[config.mk]
export PLATFORM = sky130hd
export DESIGN_NAME = subleq_seq
export DESIGN_NICKNAME = d
export VERILOG_FILES = /design/src/rtl/subleq_pkg.sv /design/src/rtl/subleq_seq.sv
export SDC_FILE = /design/constraint.sdc
export NUM_CORES = 1
export LEC_CHECK = 0
export ABC_CLOCK_PERIOD_IN_PS = 3000
export CAP_MARGIN = 0
export CORE_ASPECT_RATIO = 0.7
export CORE_MARGIN = 2
export CORE_UTILIZATION = 35
export DETAILED_ROUTE_END_ITERATION = 7
export GPL_TIMING_DRIVEN = 1
export PLACE_DENSITY = 0.65
export SETUP_SLACK_MARGIN = 0.4
export SLEW_MARGIN = 20
export SYNTH_ARGS = -nofsm -noshare
export SYNTH_HDL_FRONTEND = slang
export SYNTH_SLANG_ARGS = --single-unit
export TNS_END_PERCENT = 50
[constraint.sdc]
create_clock -name clk -period 3 [get_ports clk]
set_clock_uncertainty 0.05 [all_clocks]
set_input_delay 0.3 -clock clk [delete_from_list [all_inputs] [get_ports clk]]
set_output_delay 0.3 -clock clk [all_outputs]
set_load 0.03 [all_outputs]
[src/rtl/subleq_pkg.sv]
// Shared definitions for the SUBLEQ instruction sequencer.
//   state_e           - sequencer state encoding (3 bits)
//   INSN_LEN          - bytes per instruction (A, B, C)
//   DEFAULT_START_ADR - PC value after reset / restart
//   DEFAULT_HALT_ADR  - taken-branch target that halts the CPU
package subleq_pkg;

    typedef enum logic [2:0] {
        ST_IDLE = 3'd0,
        ST_F0   = 3'd1,
        ST_F1   = 3'd2,
        ST_F2   = 3'd3,
        ST_RA   = 3'd4,
        ST_RB   = 3'd5,
        ST_EX   = 3'd6,
        ST_HALT = 3'd7
    } state_e;

    localparam int unsigned INSN_LEN          = 3;
    localparam logic [7:0]  DEFAULT_START_ADR = 8'h00;
    localparam logic [7:0]  DEFAULT_HALT_ADR  = 8'hFF;

endpackage

[src/rtl/subleq_seq.sv]
// SUBLEQ instruction sequencer: sole master of the 8x256 program/data RAM.
// Each instruction takes six cycles (F0..EX): fetch A, B, C at pc, read
// mem[A] and mem[B], write mem[B]-mem[A] to mem[B], then branch to C when the
// result is <= 0 (signed), else fall through to pc+3.
//
// Ports:
//   clk, rst_n            - clock, asynchronous active-low reset
//   run                   - level; 1 executes, 0 stops at the next boundary
//   restart               - pulse; in IDLE/HALT reloads pc and clears halt
//   ram_radr / ram_rdata  - RAM read port (address registered inside RAM,
//                           data valid the following cycle)
//   ram_wadr / ram_wdata / ram_wen - RAM write port, active only in EX
//   pc                    - registered program counter
//   busy / halted         - status: executing / stopped on HALT_ADR
//   insn_done             - one-cycle pulse in the EX cycle
module subleq_seq
    import subleq_pkg::*;
#(
    parameter logic [7:0] START_ADR = DEFAULT_START_ADR,
    parameter logic [7:0] HALT_ADR  = DEFAULT_HALT_ADR
) (
    input  logic       clk,
    input  logic       rst_n,
    input  logic       run,
    input  logic       restart,
    output logic [7:0] ram_radr,
    input  logic [7:0] ram_rdata,
    output logic [7:0] ram_wadr,
    output logic [7:0] ram_wdata,
    output logic       ram_wen,
    output logic [7:0] pc,
    output logic       busy,
    output logic       halted,
    output logic       insn_done
);

    state_e     state_q, state_d;
    logic [7:0] pc_q, pc_d;
    logic [7:0] a_q, a_d;
    logic [7:0] b_q, b_d;
    logic [7:0] c_q, c_d;
    logic [7:0] ma_q, ma_d;

    logic [7:0] res;
    logic       leq;

    // In EX, ram_rdata carries mem[B] (address issued in RB); ma_q holds mem[A].
    assign res = ram_rdata - ma_q;
    // Signed "less than or equal to zero": zero, or sign bit set.
    assign leq = (res == 8'h00) | res[7];

    always_ff @(posedge clk or negedge rst_n) begin
        if (!rst_n) begin
            state_q <= ST_IDLE;
            pc_q    <= START_ADR;
            a_q     <= 8'h00;
            b_q     <= 8'h00;
            c_q     <= 8'h00;
            ma_q    <= 8'h00;
        end else begin
            // NOTE: non-blocking assignments so every register samples the
            // pre-edge value of its neighbours, independent of statement order.
            state_q <= state_d;
            pc_q    <= pc_d;
            a_q     <= a_d;
            b_q     <= b_d;
            c_q     <= c_d;
            ma_q    <= ma_d;
        end
    end

    always_comb begin
        // NOTE: every signal written here gets a default first, so no branch
        // of the case can leave one unassigned and infer a latch.
        state_d   = state_q;
        pc_d      = pc_q;
        a_d       = a_q;
        b_d       = b_q;
        c_d       = c_q;
        ma_d      = ma_q;
        ram_radr  = pc_q;
        ram_wen   = 1'b0;
        ram_wadr  = 8'h00;
        ram_wdata = 8'h00;
        insn_done = 1'b0;

        case (state_q)
            ST_IDLE: begin
                // restart and run together: start fetching from the reloaded pc.
                if (restart) pc_d = START_ADR;
                if (run)     state_d = ST_F0;
            end
            ST_F0: begin
                state_d = ST_F1;
            end
            ST_F1: begin
                ram_radr = pc_q + 8'd1;
                a_d      = ram_rdata;
                state_d  = ST_F2;
            end
            ST_F2: begin
                ram_radr = pc_q + 8'd2;
                b_d      = ram_rdata;
                state_d  = ST_RA;
            end
            ST_RA: begin
                ram_radr = a_q;
                c_d      = ram_rdata;
                state_d  = ST_RB;
            end
            ST_RB: begin
                ram_radr = b_q;
                ma_d     = ram_rdata;
                state_d  = ST_EX;
            end
            ST_EX: begin
                ram_wen   = 1'b1;
                ram_wadr  = b_q;
                ram_wdata = res;
                insn_done = 1'b1;
                pc_d      = leq ? c_q : pc_q + 8'(INSN_LEN);
                // Only a taken branch to HALT_ADR halts; falling through onto
                // HALT_ADR just executes from there.
                if (leq && (c_q == HALT_ADR)) state_d = ST_HALT;
                else if (!run)                state_d = ST_IDLE;
                else                          state_d = ST_F0;
            end
            ST_HALT: begin
                if (restart) begin
                    pc_d    = START_ADR;
                    state_d = ST_IDLE;
                end
            end
            default: begin
                state_d = ST_IDLE;
            end
        endcase
    end

    assign pc     = pc_q;
    assign busy   = (state_q != ST_IDLE) && (state_q != ST_HALT);
    assign halted = (state_q == ST_HALT);

endmodule

==> impl_summary.md, run 1 <==
Status
The flow ran to the end, but the final reports show violations. The checks that failed: negative hold slack.

Logic synthesis
After synthesis, the cell types taking the most area are dfrtp_1 38%, mux2_2 11%, ha_1 4.9%. The per-instance average area after synthesis is 9.322 sq um. The most used standard cell by instance count after synthesis is dfrtp_1. The net count after synthesis is 326. Sorting the synthesized cells by how often they occur yields 43 x dfrtp_1, 32 x nor2_1, 27 x mux2_2. The fraction of synthesized cell area taken by the top area cell type is 38.22%.

The number of enable flip-flop cells after synthesis is 0. After synthesis the cells add up to 2815 sq um. The cell type with the largest total area after synthesis is dfrtp_1. Synthesis inferred 43 register bits. Counting flops with an async set or reset pin after synthesis yields a share of 100.0%.

For this run, the register share of the synthesized area comes to 38.22%. In the synthesized netlist the dominant register cell turns out to be dfrtp_1. The Yosys warning count is 0.

The distinct cell type count after synthesis is 48. Synthesis handed over a netlist of 302 instances.

Worst setup path
Together, buffers and inverters on the worst path number 2. In this run the critical register-to-register path is captured at state_q[0]$_DFFE_PN0P_. The critical path required time is 3.14 ns.

The largest incremental delay on the critical path is 0.49 ns. The worst setup path is of the in2reg kind. The worst reg2reg path depth is 9. Walking the worst path, the cells encountered are clkdlybuf4s50_1, ha_4, inv_2, and3_4, a211o_1, a311oi_2, a41oi_4, or3_4, a221oi_2. The critical path's top delay family is compound AO/OA/AOI/OAI gates. The startpoint type of the worst setup path is a primary input.

The critical path capture point type is a flop. Along the worst path, the maximum fanout reaches 5. The setup check on the worst reg-to-reg path leaves a slack of 0.40 ns. The arrival time at the worst endpoint is 2.78 ns. In this run the critical register-to-register path is launched from ma_q[1]$_DFFE_PN0N_. The slowest stage cell on the critical path is clkdlybuf4s50_1.

Floorplan
The initialized floorplan defines 27 standard-cell rows. The I/O pin count is 48. The die width is 111.2 um.

The area of the placeable core is 7838 sq um. The floorplan die height is 79.04 um. The full die area is 8788 sq um. The starting utilization of the core area is 35.92%.

Pwr
Combinational cells account for 64.8% of the total power. The maximum vdd drop is 0.0006106 V. The clock network is responsible for 11.3% of the overall power. The switching part of the total power is 45.11%. The leakage power summed over all cells is 1.779 nW. The cell-internal power is 0.002587 W. The design draws 0.004713 W. The power share of the sequential group is 23.9%. The power per cell area is 1215 nW/um^2. The net load switching power is 0.002126 W.

CTS
The clock slew seen by the registers of the worst setup and hold paths is 0.06 ns. Clock tree synthesis inserted a total of 5 buffers. The clock insertion delay at the later pin of the skew report is 0.28 ns.

CTS saw 43 sinks. TritonCTS built the clock tree. The tree is rooted in a clkbuf_16. The largest buffer count on any clock path is 2. The H-tree was split into 2 levels.

STA
The number of hold-slack violations in the final timing report is 43. The final-layout worst hold slack is -0.04091 ns. Timing would allow up to 0.3797 GHz. After layout, the minimum clock period comes to 2.633 ns. The total count of max-transition violations in the final report is 0. The smallest setup slack after layout is 0.3665 ns. The relative max-transition margin is 35.23%. The slew at the pin with the worst max-slew slack is 0.9670 ns.

The final worst-path cycle share is 87.78%. Setup repair after global routing could not meet its margin everywhere. The setup violation total in the final timing report is 0.

Run
The tool flagged a number of max-cap violations equal to 0.

Drt
The final routed wirelength across all metal layers is 7.826 mm. The detail route stage leaves a number of antenna-violating nets equal to 0. The detailed-route vias per instance is 5.292. For this run, design rule violations remaining after detail routing come to 0.

The average routed wire per standard cell is 16.30 um. The number of iterations in the first detailed-routing pass is 4. The number of design-rule violations left by the first detailed-router iteration is 204. The routed layout has 2,540 vias.

Placed design
The count of buffers inserted at the top-level ports is 47. After legalization and detailed placement, the total HPWL measured 5.723 mm. The cell count after placement is 464.

The routability-driven placement congestion ratio is 0.8787. OpenSTA, run right after detailed placement, puts the worst setup slack at -0.2971 ns.

Layout
The area used by multi-input combinational logic is 1719 sq um. Excluding fillers, the count of instances in the completed layout stands at 480. Of the cells placed in the final design, the portion with a size suffix greater than 1 is 31.93%. Across the whole layout, storage elements account for 1081 sq um. The final layout contains 402 nets. From synthesis to final layout, the design area changed by 37.82%. The number of filler instances in the final layout is 767. 0 antenna diodes ended up in the layout.

Global routing
The initial antenna violation count is 0. For this run, the total global-route usage over all layers was measured as 18.41%. The largest net degree at the start of global routing is 44. The wire length of the first global-routing pass is 12.93 mm. The via count of the first global-routing pass was 2,491. The remaining global-route overflow is 0.

Worst hold path
The min-delay analysis places its worst path in the category in2async.
[flip-flops by register name, summed over array words and instances (netlist names)]
register / cells
ma_q: 8
a_q: 8
b_q: 8
c_q: 8
pc: 8
state_q: 3
[cells by family (layout without fill, tap and decap cells)]
family | Yosys count | count (layout) | synth area share [%]
simple gates | 94 | 94 | 15.96
compound gates | 71 | 71 | 17.78
flops | 43 | 43 | 38.22
mux | 38 | 38 | 14.71
buf+inv | 35 | 112 | 4.933
fa+ha+maj | 12 | 12 | 5.600
xor+xnor | 9 | 9 | 2.800
[worst max path at each step]
stage	to	from	slack (ns)	depth (start not counted)
2_1_floorplan	state_q[0]$_DFFE_PN0P_	ma_q[0]$_DFFE_PN0N_	0.41	9
4_1_cts	ram_radr[5]	pc[1]$_DFFE_PN0P_	0.26	7
5_1_grt	state_q[0]$_DFFE_PN0P_	ma_q[0]$_DFFE_PN0N_	0.26	9
3_5_place_dp	ram_wdata[6]	ram_rdata[0]	-0.30	10
3_3_place_gp	ram_wdata[6]	ram_rdata[0]	-0.27	10
6_report	state_q[0]$_DFFE_PN0P_	ram_rdata[6]	0.37	9
[power by group through the flow]
stage          logic, W  clock network (W)  registers [W]
6_report        0.00306           0.000532        0.00113
5_1_grt         0.00331           0.000565        0.00117
4_1_cts         0.00296           0.000540        0.00112
3_5_place_dp    0.00282                  0        0.00112
3_3_place_gp    0.00277                  0        0.00111
2_1_floorplan   0.00188                  0        0.00108
[worst reg2reg max path, cell delays in order (launching register included)]
cell,delay [ns]
dfrtp_2,0.43
buf_4,0.15
fa_2,0.36
nand2b_4,0.16
a21oi_4,0.16
nor4_1,0.07
a311oi_2,0.30
a41oi_4,0.20
or3_4,0.40
a221oi_2,0.22
[final cells by class]
| class | count | area share [%] |
|---|---|---|
| Inverter | 21 | 2.128 |
| Clock buffer | 6 | 3.322 |
| Clock inverter | 2 | 0.3225 |
| Timing Repair Buffer | 83 | 18.80 |
| Tap cell | 101 | 3.257 |
| Sequential cell | 43 | 27.86 |
| Multi-Input combinational cell | 224 | 44.31 |
[what timing repair did]
action	4_1_cts	5_1_grt
endpoints found under the hold margin	0	0
buffers inserted	7	1
pin swaps	8	8
endpoints found under the setup margin	36	35
resized for setup	25	31
hold buffers	0	0
[metal layers]
metal	up-vias	GRT usage [%]	part of all wire [%]
li1	1228	-	-
met1	1226	26.27	49
met2	79	28.23	43
met3	7	4.733	7.6
met4	0	4.198	0.82
met5	-	0	0
[layout by cell type (no fill, tap or decap), types with 4 or more instances in the layout]
cell and n:
and2_1 8, nand2_1 22, clkbuf_16 5, mux2_2 27
a31oi_1 8, mux2i_1 11, o21ai_0 18, clkdlybuf4s50_1 18
ha_1 6, buf_4 47, dfrtp_2 4, a21oi_1 10
nor2_1 32, nand3_1 5, xnor2_1 6, dlymetal6s2s_1 9
nor3_1 5, ha_4 5, o22ai_1 7, dfrtp_1 39
inv_1 16
[metrics by stage]
step / TNS, ns / instance area (sq um) / utilization, %
after floorplan: 0 / 2819 / -
after global placement: -1.441 / 3528 / 45.02
after detailed placement: -2.036 / 3528 / 45.02
after CTS: 0 / 3784 / 48.28
after global routing: 0 / 3880 / 49.51
final: 0 / 3880 / 49.51
(Power assumes the default switching activity.)
==> inputs of run 2 (changes only) <==
--- a/config.mk
+++ b/config.mk
@@ -11,6 +11,7 @@
 export CORE_MARGIN = 2
 export CORE_UTILIZATION = 35
 export DETAILED_ROUTE_END_ITERATION = 7
+export GPL_ROUTABILITY_DRIVEN = 0
 export GPL_TIMING_DRIVEN = 1
 export PLACE_DENSITY = 0.65
 export SETUP_SLACK_MARGIN = 0.4
==> results of run 2 <==
No change in the layout: final DEF, timing and power equal those of run 1.
